## src/rtl/m68k_bus_pkg.sv

```systemverilog
// Shared definitions for the 68000 bus controller: FSM encoding, default region map, idle bus value.
// Latency: n/a (package).  Backpressure: n/a.
package m68k_bus_pkg;

    typedef enum logic [2:0] {
        ST_IDLE    = 3'd0,
        ST_WAIT    = 3'd1,
        ST_ACK     = 3'd2,
        ST_TIMEOUT = 3'd3,
        ST_BERR    = 3'd4,
        ST_IACK    = 3'd5
    } bus_state_t;

    localparam int DEF_NUM_REGIONS = 4;

    // Region 0 lives in the least significant slice of each packed constant.
    localparam logic [95:0] DEF_REGION_BASE = {24'h600000, 24'h200000, 24'h100000, 24'h000000};
    localparam logic [95:0] DEF_REGION_MASK = {24'hF00000, 24'hFF0000, 24'hFF0000, 24'hFF0000};
    localparam logic [15:0] DEF_REGION_WAIT = {4'd0, 4'd3, 4'd1, 4'd0};

    localparam logic [15:0] IDLE_BUS = 16'hFFFF;
    localparam logic [2:0]  FC_IACK  = 3'b111;

endpackage

```

## src/rtl/m68k_addr_match.sv

```systemverilog
// Purpose: address compare against all regions, lowest matching index wins.
// Latency: combinational.  Backpressure: none, pure decode.
module m68k_addr_match
    import m68k_bus_pkg::*;
#(
    parameter int                          NUM_REGIONS = DEF_NUM_REGIONS,
    parameter logic [NUM_REGIONS*24-1:0]   REGION_BASE = DEF_REGION_BASE,
    parameter logic [NUM_REGIONS*24-1:0]   REGION_MASK = DEF_REGION_MASK,
    parameter int                          IDX_W       = 2
) (
    input  logic [23:1]      addr,
    output logic             hit,
    output logic [IDX_W-1:0] region
);

    // Scan from the top so the lowest matching index is the last one written.
    always_comb begin
        hit    = 1'b0;
        region = '0;
        for (int r = NUM_REGIONS - 1; r >= 0; r--) begin
            if ((addr & REGION_MASK[r*24+1 +: 23]) ==
                (REGION_BASE[r*24+1 +: 23] & REGION_MASK[r*24+1 +: 23])) begin
                hit    = 1'b1;
                region = IDX_W'(r);
            end
        end
    end

endmodule

```

## src/rtl/m68k_bus_ctrl.sv

```systemverilog
// Purpose: 68000 bus cycle controller: region decode, chip selects, wait states, DTACK/BERR/VPA.
// Latency: acknowledge WAIT[r]+1 edges after AS sampled low; BERR after BERR_TIMEOUT edges.
// Backpressure: CPU holds AS low until acknowledged; a new cycle needs AS sampled high first.
module m68k_bus_ctrl
    import m68k_bus_pkg::*;
#(
    parameter int                          NUM_REGIONS  = DEF_NUM_REGIONS,
    parameter logic [NUM_REGIONS*24-1:0]   REGION_BASE  = DEF_REGION_BASE,
    parameter logic [NUM_REGIONS*24-1:0]   REGION_MASK  = DEF_REGION_MASK,
    parameter logic [NUM_REGIONS*4-1:0]    REGION_WAIT  = DEF_REGION_WAIT,
    parameter int                          BERR_TIMEOUT = 64
) (
    input  logic                      clk,
    input  logic                      rst_n,
    input  logic                      as_n,
    input  logic                      uds_n,
    input  logic                      lds_n,
    input  logic                      rw,
    input  logic [2:0]                fc,
    input  logic [23:1]               addr,
    input  logic [NUM_REGIONS*16-1:0] region_din,
    output logic [15:0]               cpu_din,
    output logic [NUM_REGIONS-1:0]    cs,
    output logic                      dtack_n,
    output logic                      berr_n,
    output logic                      vpa_n
);

    localparam int          IDX_W     = (NUM_REGIONS > 1) ? $clog2(NUM_REGIONS) : 1;
    localparam logic [7:0]  BERR_LOAD = 8'(BERR_TIMEOUT - 2);

    bus_state_t             state_q, state_d;
    logic [7:0]             cnt_q, cnt_d;
    logic [IDX_W-1:0]       region_q, region_d;

    logic                   hit;
    logic [IDX_W-1:0]       hit_idx;
    logic [3:0]             hit_wait;
    logic                   cycle_start;

    logic [NUM_REGIONS-1:0] cs_d;
    logic                   dtack_d, berr_d, vpa_d;

    m68k_addr_match #(
        .NUM_REGIONS (NUM_REGIONS),
        .REGION_BASE (REGION_BASE),
        .REGION_MASK (REGION_MASK),
        .IDX_W       (IDX_W)
    ) u_addr_match (
        .addr   (addr),
        .hit    (hit),
        .region (hit_idx)
    );

    assign hit_wait = REGION_WAIT[int'(hit_idx)*4 +: 4];

    // A write needs at least one data strobe; a read may start on AS alone.
    assign cycle_start = !as_n && (!uds_n || !lds_n || rw);

    always_ff @(posedge clk) begin
        if (!rst_n) begin
            state_q  <= ST_IDLE;
            cnt_q    <= '0;
            region_q <= '0;
            cs       <= '0;
            dtack_n  <= 1'b1;
            berr_n   <= 1'b1;
            vpa_n    <= 1'b1;
        end else begin
            state_q  <= state_d;
            cnt_q    <= cnt_d;
            region_q <= region_d;
            cs       <= cs_d;
            dtack_n  <= dtack_d;
            berr_n   <= berr_d;
            vpa_n    <= vpa_d;
        end
    end

    always_comb begin
        state_d  = state_q;
        cnt_d    = cnt_q;
        region_d = region_q;

        unique case (state_q)
            ST_IDLE: begin
                if (cycle_start) begin
                    if (fc == FC_IACK) begin
                        state_d = ST_IACK;
                    end else if (hit) begin
                        region_d = hit_idx;
                        if (hit_wait == 4'd0) begin
                            state_d = ST_ACK;
                        end else begin
                            state_d = ST_WAIT;
                            cnt_d   = {4'b0, hit_wait} - 8'd1;
                        end
                    end else begin
                        state_d = ST_TIMEOUT;
                        cnt_d   = BERR_LOAD;
                    end
                end
            end

            // Releasing AS mid-count abandons the cycle silently.
            ST_WAIT: begin
                if (as_n) begin
                    state_d = ST_IDLE;
                    cnt_d   = '0;
                end else if (cnt_q == 8'd0) begin
                    state_d = ST_ACK;
                end else begin
                    cnt_d = cnt_q - 8'd1;
                end
            end

            ST_TIMEOUT: begin
                if (as_n) begin
                    state_d = ST_IDLE;
                    cnt_d   = '0;
                end else if (cnt_q == 8'd0) begin
                    state_d = ST_BERR;
                end else begin
                    cnt_d = cnt_q - 8'd1;
                end
            end

            ST_ACK, ST_BERR, ST_IACK: begin
                if (as_n) begin
                    state_d = ST_IDLE;
                end
            end

            default: begin
                state_d = ST_IDLE;
                cnt_d   = '0;
            end
        endcase
    end

    // Strobes are registered from the next state so they change on the same edge as the FSM.
    always_comb begin
        cs_d = '0;
        if (state_d == ST_WAIT || state_d == ST_ACK) begin
            cs_d[region_d] = 1'b1;
        end
        dtack_d = (state_d != ST_ACK);
        berr_d  = (state_d != ST_BERR);
        vpa_d   = (state_d != ST_IACK);
    end

    always_comb begin
        cpu_din = IDLE_BUS;
        if (state_q == ST_WAIT || state_q == ST_ACK) begin
            cpu_din = region_din[int'(region_q)*16 +: 16];
        end
    end

endmodule
```

## config.mk

```make
export PLATFORM = sky130hd
export DESIGN_NAME = m68k_bus_ctrl
export DESIGN_NICKNAME = d
export VERILOG_FILES = /design/src/rtl/m68k_bus_pkg.sv /design/src/rtl/m68k_addr_match.sv /design/src/rtl/m68k_bus_ctrl.sv
export SDC_FILE = /design/constraint.sdc
export NUM_CORES = 1
export LEC_CHECK = 0
export CAP_MARGIN = 0
export CORE_ASPECT_RATIO = 1.5
export CORE_MARGIN = 4
export CORE_UTILIZATION = 38
export CTS_CLUSTER_SIZE = 10
export DETAILED_ROUTE_END_ITERATION = 10
export GPL_ROUTABILITY_DRIVEN = 0
export MAX_ROUTING_LAYER = met4
export PLACE_DENSITY = 0.84
export SYNTH_ARGS = -nofsm -noshare
export SYNTH_HDL_FRONTEND = slang
export SYNTH_SLANG_ARGS = --single-unit
```

## constraint.sdc

```tcl
create_clock -name clk -period 6.7 [get_ports clk]
set_input_delay 2.01 -clock clk [delete_from_list [all_inputs] [get_ports clk]]
set_output_delay 2.01 -clock clk [all_outputs]
set_load 0.03 [all_outputs]
```

# --- After elaboration in Yosys (flattened, before gate mapping) ---
# Index checks and enable logic that the tools add are counted.
totals:
  ff_bits: 20
  latchBits: 0
  ramBits: 0
  rom_bits: 0
  in_bits: 96
  output_inout_bits: 23
  n_memories: 0
op_classes:
  n_addsub: 2
  n_mul: 0
  div: 0
  magnitude_cmp: 2
  n_eq_ne: 18
  shift: 2
  n_mux: 32
  bitwise_logic: 1
  n_reduce_logical: 17
ops:
  columns: ["operator", "n"]
  rows:
  - ["indexed part select 64 x 7 -> 16 bit", 1]
  - ["two-way mux 8 bit", 6]
  - ["two-way mux 3 bit", 8]
  - ["one-hot mux 8 bit (3 select lines)", 1]
  - ["zero test 23 bit", 1]
  - ["two-way mux 2 bit", 9]
  - ["two-way mux 16 bit", 1]
  - ["indexed part select 16 x 5 -> 4 bit (first input constant)", 1]
  - ["!= test 3 bit (second input constant)", 4]
  - ["one-hot mux 3 bit (4 select lines)", 1]
  - ["== test 3 x 2 -> 1 bit (second input constant)", 3]
  - ["== test 3 bit (second input constant)", 3]
  - ["== test 8 x 5 -> 1 bit (second input constant)", 1]
  - ["== test 8 x 6 -> 1 bit (second input constant)", 1]
  - ["zero test 8 bit", 1]
  - ["subtractor 8 x 1 -> 8 bit (second input constant)", 1]
  - ["== test 3 x 1 -> 1 bit (second input constant)", 2]
  - ["two-way mux 1 bit", 5]
  - ["AND reduction 5 bit", 1]
  - ["subtractor 4 x 1 -> 5 bit (second input constant)", 1]
  - ["== test 4 x 3 -> 1 bit (second input constant)", 1]
  - ["zero test 4 bit", 1]
  - ["logical OR 1 bit", 4]
  - ["!= test 2 bit (second input constant)", 2]
  - ["11 further kinds", 14]

# --- Depth between registers and ports, before layout ---
logic_depth:
  depth_word: 15
  mapped_depth: 8

# --- Modules after synthesis ---
# A second synthesis with hierarchy kept.
unflattened:
  cells_unflattened: 178
  hier_area_um2: 1687.9
modules_own_cells:
  columns: ["module", "instances", "cells_each", "area_per_inst_um2"]
  rows:
  - ["m68k_bus_ctrl", 1, 170, 1619.1]
  - ["m68k_addr_match", 1, 8, 68.8]

# --- Worst setup path before layout ---
# No wires, ideal clock.
synth_timing:
  path_kind: "in2out"
  startpoint: "input region_din[48]"
  endpoint: "output cpu_din[0]"
  t_arrival_ps: 2898
  required_ps: 4690
  slack_ps: 1792
  cell_stages: 2
  path_cell_list: "mux4_2 > or3_1"
synth_between:
  elab_chain_cells: 2
synth_lines:
  columns: ["item", "line", "text"]
  rows:
  - ["start, declared", "m68k_bus_ctrl.sv:21", "input logic [NUM_REGIONS*16-1:0] region_din,"]
  - ["indexed part select 64 x 7 -> 16 bit", "m68k_bus_ctrl.sv:155", "cpu_din = region_din[int'(region_q)*16 +: 16];"]
  - ["two-way mux 16 bit", "m68k_bus_ctrl.sv:154", "if (state_q == ST_WAIT || state_q == ST_ACK) begin"]
  - ["end, declared", "m68k_bus_ctrl.sv:22", "output logic [15:0] cpu_din,"]
# Every way passes these cells.

# --- Worst setup path after layout ---
layout_timing:
  startpoint: "input region_din[56]"
  endpoint: "output cpu_din[8]"
# Same word-level chain as after synthesis.

==> results_dict.tcl <==
set metrics [dict create \
    status "finished, final reports clean" \
    core-area_sq_um 4280 \
    finalHoldViolCount 0 \
    pwr-share-comb_pct 46.5 \
    top_layer "met4" \
    fmax_mhz 171 \
    io_buffers 103 \
    post-place-ws_ps 862 \
    cts_sinks 20 \
    die_h_microns 89.7 \
    rows 29 \
    path_max_fanout 1 \
    final_nets 379 \
    htree_levels 1 \
    switchingPower_w 0.000169 \
    netlist_area_sq_um 1690 \
    worstSetupStartpointType "primary input" \
    async_flop_share_pct 0 \
    drtIter0Drc 80 \
    max_cap_viol_count 0 \
    ys_types 50 \
    clockBufferDepth 2 \
    cp.required_ps 4690 \
    viasPerCell 5.74 \
    drive_above_1_share_pct 10.0 \
    setup_ws_ps 869 \
    setup_viol 0 \
    power_frac_seq_pct 29.2 \
    post-route-period-util_pct 87.0 \
    synth_edf_count 0 \
    power.internal_w 0.000329 \
    crit_top_cell "clkdlybuf4s50_1" \
    layout.cells.most_common_list "clkdlybuf4s50_1, dfxtp_1, or3_1, mux4_2" \
    cts_tree "done" \
    cts_buffers 3 \
    path_delay_family "buffers and inverters" \
    die-area_sq_um 5600 \
    die_w_microns 62.4 \
    syn_inst 185 \
    p_leak_nw 0.951 \
    crit_chain "clkdlybuf4s50_1, mux4_2, or3_1, clkdlybuf4s50_1" \
    diodes 0 \
    path_clk_slew_ps 80 \
    drc 0 \
    timing.slew.headroom_pct 29.9 \
    cts_hold_buf 0 \
    cts_resized 0 \
    crit_slowest_cell "clkdlybuf4s50_1" \
    ir_worst_vdd_v 0.000184 \
    grt-ovfl-total 0 \
    first_pass_iters 4 \
    routed-via-count 1872 \
    syn_nets 283 \
    ant_nets 0 \
    post_cts_buffers 0 \
    wl_met2_microns 2840 \
    final_common_cell "clkdlybuf4s50_1" \
    worstMarginPinSlew_ps 1050 \
    io-pin-count 119 \
    grt_max_degree 26 \
    crit_type "in -> out" \
    holdCritPathClass "reg -> reg" \
    initial_core_util_pct 39.5 \
    routedWlPerCell_microns 16.3 \
    cp_data_arrival_time_ps 3820 \
    wl_met1_microns 1970 \
    slew_violations 0 \
    ys_seq_area_share_pct 23.7 \
    pwr-share-clk_pct 24.3 \
    swShare_pct 34.0 \
    dp_hpwl_microns 4360 \
    power.total_w 0.000498 \
    grt_pass1_vias 1762 \
    ys_seq_elements 20 \
    skew_ps 1.34 \
    clk_latency_ps 260 \
    fillers 344 \
    antenna_found_initial 0 \
    stdcell_count 326 \
    area_growth_pct 64.0 \
    grt_pass1_wl_microns 8440 \
    yosys_warnings 0 \
    placed_cells 322 \
    synth.avg_cell_area_sq_um 9.13 \
    setup_tns_ps 0 \
    cts_root_buffer "clkbuf_8" \
    route.met3.wl_microns 410 \
    wirelength_microns 5310 \
    cp-end-kind "output port" \
    period_needed_ps 5830 \
    crit_buf_inv 2 \
    rsz0062_at_grt "no" \
    grt_use_total_pct 19.4 \
    synth_flop_cell "dfxtp_1" \
    slowest_delay_ps 610 \
    powerDensity_nw_per_um2 180 \
]
==> per-stage QoR <==
stage / hold WS [ps] / cell area (sq um) / util [%]
finish: 513 / 2770 / 64.7
global route: 548 / 2770 / 64.7
floorplan: 477 / 1690 / -
detailed placement: 505 / 2700 / 63.0
global placement: 495 / 2700 / 63.0
CTS: 516 / 2770 / 64.7
==> synth_stat cells (4+ instances only) <==
cell type | instances | area share, %
a21oi_1 | 7 | 2.1
nand2_1 | 14 | 3.1
o21ai_1 | 7 | 2.1
clkbuf_1 | 5 | 1.1
dfxtp_1 | 20 | 24
nor3_1 | 4 | 1.2
nand3_1 | 4 | 1.2
o21ai_0 | 5 | 1.5
nor2_1 | 14 | 3.1
o211ai_1 | 5 | 2.2
inv_1 | 6 | 1.3
mux4_2 | 16 | 21
or3_1 | 18 | 6.7
nor2b_1 | 5 | 1.9
==> cell families (layout without fill, tap and decap cells) <==
kind of cell    after synthesis  count (layout)  synth area share [%]
compound gates               41              41                  15.9
xor+xnor                      3               3                  1.56
mux                          17              17                  22.2
simple gates                 84              84                  29.1
fa+ha+maj                     2               2                  1.48
buf+inv                      18             113                  6.00
flops                        20              20                  23.7
==> per-layer routing <==
metal | vias to the layer above | GRT usage [%]
li1 | 897 | -
met2 | 101 | 38.5
met1 | 866 | 19.1
met3 | 8 | 4.11
met5 | - | -
met4 | 0 | 5.42
==> worst register-to-register path, stage by stage (launching register included) <==
cell and delay [ps]:
dfxtp_1 800, or3b_1 400, a21oi_1 80, nor4b_1 360, a211o_1 250, mux2_4 340
nor4b_1 290
==> final cells by class <==
class                   instances  area, sq um  share of cell area (%)
multi-input cells             147         1190                    42.9
repair buffers                103         1030                    37.2
flip-flops and latches         20          400                    14.5
well taps                      46         57.6                    2.08
clock buffers                   3         41.3                    1.49
clock inverters                 1         30.0                    1.08
inverters                       6         22.5                   0.813
==> worst paths after layout <==
kind / start / endpoint / slack (ps) / cells after the start
worst min-delay path: cnt_q[6] / cnt_q[6] / 510 / 2
worst max register to register: state_q[2] / cs[2] / 4090 / 6
worst min register to register: cnt_q[6] / cnt_q[6] / 510 / 2
worst max-delay path: region_din[56] / cpu_din[8] / 870 / 4
==> power groups by stage <==
stage	Combinational [W]	Sequential, W	Clock [W]
after global placement	0.000227	0.000147	0
after detailed placement	0.000231	0.000148	0
after global routing	0.000251	0.000147	0.000127
final	0.000231	0.000145	0.000121
after CTS	0.000231	0.000145	0.000122
after floorplan	0.000136	0.000146	0
==> registers in the layout, summed over array words and instances (netlist names) <==
register and count:
berr_n 1, cnt_q 8, cs 4, dtack_n 1
region_q 2, state_q 3, vpa_n 1
No activity file was read; power rests on OpenSTA's default activity.
